**src/rtl/barrel_rotator_pkg.sv**
```systemverilog
// Shared types for the pipelined barrel rotator: operation codes and the per-stage control payload.
// The carry field exists only when BARREL_ROTATOR_STATUS_EN is defined.
package barrel_rotator_pkg;

  typedef enum logic [1:0] {
    ROL = 2'd0,
    ROR = 2'd1,
    SHL = 2'd2,
    SAR = 2'd3
  } op_t;

  typedef struct packed {
    logic valid;
    op_t  op;
`ifdef BARREL_ROTATOR_STATUS_EN
    logic carry;
`endif
  } stage_ctl_t;

endpackage

```
**src/rtl/barrel_rotator_stage.sv**
```systemverilog
// One pipeline stage: conditionally shifts/rotates by 2^I and registers the result.
// BARREL_ROTATOR_STATUS_EN adds tracking of the last bit moved out.
module barrel_rotator_stage
  import barrel_rotator_pkg::*;
#(
  parameter int N = 8,
  parameter int I = 0,
  localparam int S = $clog2(N)
) (
  input  logic         clk,
  input  logic         rst,
  input  logic         en,
  input  logic         up_valid,
  input  logic [1:0]   up_op,
  input  logic [N-1:0] up_data,
  input  logic [S-1:0] up_amt,
`ifdef BARREL_ROTATOR_STATUS_EN
  input  logic         up_carry,
  output logic         dn_carry,
`endif
  output logic         dn_valid,
  output logic [1:0]   dn_op,
  output logic [N-1:0] dn_data,
  output logic [S-1:0] dn_amt
);

  localparam int SH = 1 << I;

  stage_ctl_t   ctl_q;
  logic [N-1:0] data_q;
  logic [S-1:0] amt_q;
  logic [N-1:0] shifted;

  // The amount arrives pre-shifted, so bit 0 always belongs to this stage.
  always_comb begin
    shifted = up_data;
    if (up_amt[0]) begin
      unique case (op_t'(up_op))
        ROL: shifted = (up_data << SH) | (up_data >> (N - SH));
        ROR: shifted = (up_data >> SH) | (up_data << (N - SH));
        SHL: shifted = up_data << SH;
        SAR: shifted = $signed(up_data) >>> SH;
      endcase
    end
  end

`ifdef BARREL_ROTATOR_STATUS_EN
  logic moved;

  always_comb begin
    moved = up_data[SH-1];
    if (up_op == ROL || up_op == SHL) moved = up_data[N-SH];
  end
`endif

  always_ff @(posedge clk) begin
    if (rst) begin
      ctl_q  <= '0;
      data_q <= '0;
      amt_q  <= '0;
    end else if (en) begin
      ctl_q.valid <= up_valid;
      ctl_q.op    <= op_t'(up_op);
`ifdef BARREL_ROTATOR_STATUS_EN
      ctl_q.carry <= up_amt[0] ? moved : up_carry;
`endif
      data_q      <= shifted;
      amt_q       <= up_amt >> 1;
    end
  end

  assign dn_valid = ctl_q.valid;
  assign dn_op    = ctl_q.op;
  assign dn_data  = data_q;
  assign dn_amt   = amt_q;
`ifdef BARREL_ROTATOR_STATUS_EN
  assign dn_carry = ctl_q.carry;
`endif

endmodule

```
**src/rtl/barrel_rotator_pipe.sv**
```systemverilog
// Pipelined barrel rotator/shifter (ROL, ROR, SHL, SAR) with valid/ready flow control.
// Define BARREL_ROTATOR_STATUS_EN to add the out_zero and out_carry status outputs.
module barrel_rotator_pipe
  import barrel_rotator_pkg::*;
#(
  parameter int N = 8,
  localparam int S = $clog2(N)
) (
  input  logic         clk,
  input  logic         rst,
  input  logic         in_valid,
  output logic         in_ready,
  input  logic [N-1:0] in_data,
  input  logic [S-1:0] in_amt,
  input  logic [1:0]   in_op,
  output logic         out_valid,
  input  logic         out_ready,
`ifdef BARREL_ROTATOR_STATUS_EN
  output logic         out_zero,
  output logic         out_carry,
`endif
  output logic [N-1:0] out_data
);

  logic         en;
  logic         cap_valid;
  logic [1:0]   cap_op;
  logic [N-1:0] cap_data;
  logic [S-1:0] cap_amt;

  logic         valid_p [0:S];
  logic [1:0]   op_p    [0:S];
  logic [N-1:0] data_p  [0:S];
  logic [S-1:0] amt_p   [0:S];
`ifdef BARREL_ROTATOR_STATUS_EN
  logic         carry_p [0:S];
`endif

  // One global enable: the whole pipe freezes while a result waits for its consumer.
  assign en       = !out_valid || out_ready;
  assign in_ready = en;

  // The operand is captured unshifted, so a result appears S advances after acceptance.
  always_ff @(posedge clk) begin
    if (rst) begin
      cap_valid <= 1'b0;
      cap_op    <= '0;
      cap_data  <= '0;
      cap_amt   <= '0;
    end else if (en) begin
      cap_valid <= in_valid;
      cap_op    <= in_op;
      cap_data  <= in_data;
      cap_amt   <= in_amt;
    end
  end

  assign valid_p[0] = cap_valid;
  assign op_p[0]    = cap_op;
  assign data_p[0]  = cap_data;
  assign amt_p[0]   = cap_amt;
`ifdef BARREL_ROTATOR_STATUS_EN
  assign carry_p[0] = 1'b0;
`endif

  for (genvar i = 0; i < S; i++) begin : g_stage
    barrel_rotator_stage #(
      .N(N),
      .I(i)
    ) u_stage (
      .clk     (clk),
      .rst     (rst),
      .en      (en),
      .up_valid(valid_p[i]),
      .up_op   (op_p[i]),
      .up_data (data_p[i]),
      .up_amt  (amt_p[i]),
`ifdef BARREL_ROTATOR_STATUS_EN
      .up_carry(carry_p[i]),
      .dn_carry(carry_p[i+1]),
`endif
      .dn_valid(valid_p[i+1]),
      .dn_op   (op_p[i+1]),
      .dn_data (data_p[i+1]),
      .dn_amt  (amt_p[i+1])
    );
  end

  assign out_valid = valid_p[S];
  assign out_data  = data_p[S];
`ifdef BARREL_ROTATOR_STATUS_EN
  assign out_zero  = out_valid && (out_data == '0);
  assign out_carry = carry_p[S];
`endif

endmodule
```
**config.mk**
```make
export PLATFORM = sky130hd
export DESIGN_NAME = barrel_rotator_pipe
export DESIGN_NICKNAME = d
export VERILOG_FILES = /design/src/rtl/barrel_rotator_pkg.sv /design/src/rtl/barrel_rotator_stage.sv /design/src/rtl/barrel_rotator_pipe.sv
export SDC_FILE = /design/constraint.sdc
export NUM_CORES = 1
export LEC_CHECK = 0
export CORE_MARGIN = 4
export CORE_UTILIZATION = 51
export CTS_CLUSTER_SIZE = 40
export DETAILED_ROUTE_END_ITERATION = 16
export PLACE_DENSITY = 0.87
export SETUP_SLACK_MARGIN = 0.1
export SLEW_MARGIN = 30
export SYNTH_ARGS = -nofsm -noshare
export SYNTH_HDL_FRONTEND = slang
export SYNTH_HIERARCHICAL = 1
export SYNTH_SLANG_ARGS = --single-unit
```
**constraint.sdc**
```tcl
create_clock -name clk -period 1.4 [get_ports clk]
set_input_delay 0.14 -clock clk [delete_from_list [all_inputs] [get_ports clk]]
set_output_delay 0.14 -clock clk [all_outputs]
set_load 0.05 [all_outputs]
```
**After elaboration in Yosys (flattened, before gate mapping)**

Cells that the tools add are included.

- Input port bits: 17
- Output and inout bits: 10
- Flip-flop bits (word level): 48
- Logic and storage cells: 40

- Multiplexer cells: 6
- Bitwise logic cells: 5
- Equal/unequal tests: 9
- Reduce and logical (&&, ||, !) cells: 6

Operators by type and width:

| cell | number |
|---|---|
| $pmux 8 s4 | 2 |
| $mux 8 | 3 |
| $pmux 8 s3 | 1 |
| $eq 2x2->1 const B | 6 |
| $or 6x8->8 | 1 |
| $or 7x8->8 | 1 |
| $or 8x1->8 | 1 |
| $or 8x2->8 | 1 |
| $or 8x4->8 | 1 |
| $eq 2x1->1 const B | 3 |
| $logic_not 2->1 | 3 |
| $reduce_or 2->1 | 1 |
| $logic_not 1->1 | 1 |
| $logic_or 1x1->1 | 1 |

**Depth between registers and ports, before layout**

- Word-level depth: 4
- Gate-level depth with buffers: 7
- Depth with buffers taken out: 5

**Modules after synthesis**

The synthesis kept the hierarchy.

Modules (own cells, without submodules):

| module | area each (sq um) | instances | sequential area each (sq um) | cells an instance |
|---|---|---|---|---|
| barrel_rotator_stage at g_stage[1].u_stage | 695.7 | 1 | 260.2 | 74 |
| barrel_rotator_stage at g_stage[0].u_stage | 670.6 | 1 | 260.2 | 72 |
| barrel_rotator_pipe | 648.1 | 1 | 280.3 | 63 |
| barrel_rotator_stage at g_stage[2].u_stage | 598.1 | 1 | 260.2 | 64 |

**Worst setup path after synthesis**

Ideal clock, no wire load.

- Path kind: reg2reg
- Start point: register g_stage[2].u_stage.ctl_q, in the netlist g_stage[2].u_stage/dn_valid
- End point: register g_stage[2].u_stage.ctl_q, in the netlist g_stage[2].u_stage/dn_valid
- Required time: 1,271 ps
- Buffers on the path: 3
- Library setup time: 129 ps
- Data arrival time: 2,069 ps
- Clock period less this slack: 2,198 ps
- Setup slack: -798 ps
- Stages on the path, launching flop included: 8
- Path through: dfxtp_1 > and2b_4 > buf_6 > inv_1 > buf_2 > buf_4 > mux2i_1 > nor2_1

- Cells in the longest elaborated chain, start to end: 2

RTL lines:

| element | RTL line | source |
|---|---|---|
| start, declared | barrel_rotator_stage.sv:29 | `stage_ctl_t ctl_q;` |
| $logic_not 1->1 | barrel_rotator_pipe.sv:40 | `assign en = !out_valid \|\| out_ready;` |
| $logic_or 1x1->1 | barrel_rotator_pipe.sv:40 |  |
| net in_ready | barrel_rotator_pipe.sv:12 | `output logic in_ready,` |

The timed path passes the listed nets, and every way through them passes these cells.
A chain may end at the register's enable or synchronous reset.

**Worst setup path in the final report**

- Start point: register g_stage[2].u_stage.ctl_q, in the netlist g_stage[2].u_stage/dn_valid
- End point: register g_stage[1].u_stage.data_q[7]

- Cells in the longest elaborated chain, start to end: 2

RTL lines:

| element | RTL line | source |
|---|---|---|
| $logic_not 1->1 | barrel_rotator_pipe.sv:40 |  |
| $logic_or 1x1->1 | barrel_rotator_pipe.sv:40 |  |
| end signal, assigned | barrel_rotator_stage.sv:67 | `data_q <= shifted;` |
| end, declared | barrel_rotator_stage.sv:30 | `logic [N-1:0] data_q;` |

No other way between the ends.

==> metrics.txt <==
# TYPE chip_impl_metric gauge
chip_impl_info{name="run_status",value="finished clean"} 1
chip_impl_metric{name="port-buffer-count",unit=""} 26
chip_impl_metric{name="nFillCells",unit=""} 355
chip_impl_metric{name="worst_skew_pair.late_latency",unit="ns"} 0.30
chip_impl_metric{name="timing.final.setup_violations",unit=""} 0
chip_impl_metric{name="globalRoute.totalOverflow",unit=""} 0
chip_impl_metric{name="cts.hold.buffers_added",unit=""} 0
chip_impl_info{name="end_kind",value="flip-flop"} 1
chip_impl_metric{name="drtAntennaViolNets",unit=""} 0
chip_impl_metric{name="final_std_cell_area_no_fill",unit="mm2"} 0.00308
chip_impl_metric{name="area_growth_syn_to_layout",unit="%"} 27.8
chip_impl_metric{name="gp_congestion",unit=""} 0.800
chip_impl_info{name="worstHoldPathType",value="in -> reg"} 1
chip_impl_metric{name="avgRoutedWirePerCell",unit="um"} 15.5
chip_impl_metric{name="placed_cell_area",unit="mm2"} 0.00279
chip_impl_metric{name="final_core_utilization",unit="%"} 68.8
chip_impl_metric{name="drc",unit=""} 0
chip_impl_metric{name="timing.setup.tns",unit="ns"} 0
chip_impl_info{name="ctsRootBufferMaster",value="sky130_fd_sc_hd__clkbuf_8"} 1
chip_impl_metric{name="report.final.hold_viol_count",unit=""} 0
chip_impl_metric{name="layout_nets",unit=""} 303
chip_impl_metric{name="period_needed",unit="ns"} 1.40
chip_impl_metric{name="die_h",unit="um"} 76.7
chip_impl_metric{name="worst_path_fanout_max",unit=""} 8
chip_impl_metric{name="finalClockSkew",unit="ns"} 0.00418
chip_impl_metric{name="dr.pass1.iters",unit=""} 4
chip_impl_metric{name="core",unit="mm2"} 0.00447
chip_impl_metric{name="final_layout_size_suffix_gt1_share",unit="%"} 28.9
chip_impl_metric{name="synthesis.area_per_instance",unit="um2"} 9.56
chip_impl_metric{name="initial_utilization",unit="%"} 53.9
chip_impl_metric{name="timing_worst_slew_pin_value",unit="ns"} 0.394
chip_impl_metric{name="grt_util_all_layers",unit="%"} 17.7
chip_impl_metric{name="final-max-slew-violation-count",unit=""} 0
chip_impl_metric{name="finalCritPeriodShare",unit="%"} 99.9
chip_impl_metric{name="io-pin-count",unit=""} 27
chip_impl_metric{name="grt_start_max_net_pins",unit=""} 43
chip_impl_metric{name="critPathArrivalTime",unit="ns"} 1.60
chip_impl_metric{name="leakage",unit="uW"} 0.00122
chip_impl_metric{name="synth_fp_nets",unit=""} 269
chip_impl_info{name="setup.worst_path.class",value="reg -> reg"} 1
chip_impl_metric{name="worst_setup_hold_path_clk_slew",unit="ns"} 0.09
chip_impl_metric{name="cts.sinks",unit=""} 48
chip_impl_metric{name="vias",unit=""} 1981
chip_impl_metric{name="timing.max_cap.violations",unit=""} 0
chip_impl_metric{name="finalWirelength",unit="mm"} 5.27
chip_impl_metric{name="timing.max_slew.rel_slack",unit="%"} 73.7
chip_impl_metric{name="critPathRequiredTime",unit="ns"} 1.60
chip_impl_metric{name="tritoncts.num_buffers",unit=""} 5
chip_impl_metric{name="htree_num_levels",unit=""} 2
chip_impl_metric{name="ir_drop",unit="V"} 0.000658
chip_impl_info{name="unrepaired_setup_endpoints_after_global_routing",value="yes"} 1
chip_impl_info{name="crit_path_start_kind",value="flip-flop"} 1
chip_impl_metric{name="antenna_fix_cells",unit=""} 0
chip_impl_metric{name="first_global_vias",unit=""} 1850
chip_impl_metric{name="hpwl",unit="mm"} 3.45
chip_impl_metric{name="placement_rows",unit=""} 24
chip_impl_metric{name="timing.reg2reg.setup_slack",unit="ns"} 0.002
chip_impl_metric{name="detailedRoute.firstIterationViolations",unit=""} 69
chip_impl_metric{name="synthesis.instances",unit=""} 252
chip_impl_metric{name="cts-root-to-sink-buffers",unit=""} 2
chip_impl_metric{name="first_pass_grt_wire_length",unit="mm"} 8.73
chip_impl_metric{name="power_density",unit="mW/mm2"} 950
chip_impl_metric{name="via_per_inst",unit=""} 5.84
chip_impl_metric{name="x_dimension_of_the_die",unit="um"} 76.7
chip_impl_metric{name="grt_antenna_before_repair",unit=""} 0
chip_impl_metric{name="die_area",unit="mm2"} 0.00589
chip_impl_info{name="tritoncts",value="built"} 1
chip_impl_metric{name="yosys_warnings",unit=""} 6
chip_impl_metric{name="timing.fmax",unit="MHz"} 715
chip_impl_metric{name="syn-cell-area",unit="mm2"} 0.00241
-- placed cells by master (no fill, tap or decap), types with 4 or more instances in the layout --
cell                              instances
sky130_fd_sc_hd__a21o_1                   4
sky130_fd_sc_hd__o21ai_0                  7
sky130_fd_sc_hd__buf_12                   5
sky130_fd_sc_hd__a21oi_2                  5
sky130_fd_sc_hd__nand2b_1                30
sky130_fd_sc_hd__a211o_1                  6
sky130_fd_sc_hd__nand2b_4                 5
sky130_fd_sc_hd__nand3_1                  4
sky130_fd_sc_hd__nand4bb_1               13
sky130_fd_sc_hd__dfxtp_1                 47
sky130_fd_sc_hd__buf_6                    5
sky130_fd_sc_hd__clkbuf_8                 5
sky130_fd_sc_hd__a21oi_1                  4
sky130_fd_sc_hd__mux2i_1                 20
sky130_fd_sc_hd__o21ai_2                  8
sky130_fd_sc_hd__buf_4                   18
sky130_fd_sc_hd__o21ai_1                 11
sky130_fd_sc_hd__nor2_1                  25
sky130_fd_sc_hd__clkdlybuf4s50_1         14
-- power breakdown --
group	total [uW]	switching [uW]	internal [uW]	leakage (uW)
sequential	1520	83.7	1440	0.000396
clock	991	460	530	0.0000552
combinational	415	205	210	0.000772
total	2930	749	2180	0.00122
-- repair_timing --
item | CTS | global route
gates cloned | 0 | 0
setup buffers | 2 | 0
pin swaps | 5 | 9
gates resized for setup | 18 | 14
endpoints found under the setup margin | 13 | 29
-- metrics by stage --
step / total power, uW / setup WS (ns) / cells / hold WS (ns)
after floorplan: 1790 / -0.436 / 252 / 0.212
after global placement: 1920 / -0.263 / 329 / 0.471
after detailed placement: 1930 / -0.310 / 329 / 0.478
after CTS: 2920 / -0.0492 / 339 / 0.213
after global routing: 3030 / -0.107 / 339 / 0.244
final: 2930 / 0.00202 / 339 / 0.223
-- layout make-up --
cell class | instances | area (um2) | area share, %
multi-input combinational | 182 | 1460 | 47.5
sequential | 48 | 965 | 31.3
timing repair buffer | 45 | 460 | 14.9
clock buffer | 6 | 72.6 | 2.36
tap | 52 | 65.1 | 2.11
clock inverter | 2 | 35.0 | 1.14
inverter | 4 | 18.8 | 0.609
-- worst paths after layout --
check,from,to,cells past startpoint
max reg2reg,g_stage[2].u_stage/dn_valid,g_stage[1].u_stage/dn_data[7],7
max,g_stage[2].u_stage/dn_valid,g_stage[1].u_stage/dn_data[7],7
min reg2reg,g_stage[2].u_stage/dn_data[2],g_stage[2].u_stage/dn_data[2],2
min,rst,g_stage[1].u_stage/dn_op[1],2
-- critical path, cell delays in order, from the launching register on --
cell,delay [ns]
sky130_fd_sc_hd__dfxtp_4,0.35
sky130_fd_sc_hd__and2b_4,0.16
sky130_fd_sc_hd__clkinvlp_4,0.11
sky130_fd_sc_hd__buf_12,0.15
sky130_fd_sc_hd__buf_8,0.13
sky130_fd_sc_hd__nand3_2,0.06
sky130_fd_sc_hd__a21oi_2,0.05
sky130_fd_sc_hd__a2111oi_2,0.30
-- registers in the layout, indices dropped and copies added, names as in the netlist --
signal	flops
g_stage.u_stage/dn_data	24
cap_data	8
g_stage.u_stage/dn_op	4
cap_amt	3
g_stage.u_stage/dn_amt	3
g_stage.u_stage/dn_valid	3
cap_op	2
cap_valid	1
-- metal layers --
metal / part of all wire [%] / routed length [um] / up-vias / GRT usage (%)
li1: - / - / 976 / -
met4: 1.1 / 57 / 0 / 5.62
met3: 3.2 / 171 / 6 / 3.63
met5: 0 / 0 / - / 0
met2: 49 / 2610 / 41 / 29.9
met1: 46 / 2430 / 958 / 22.5
No activity file was read; power rests on OpenSTA's default activity.
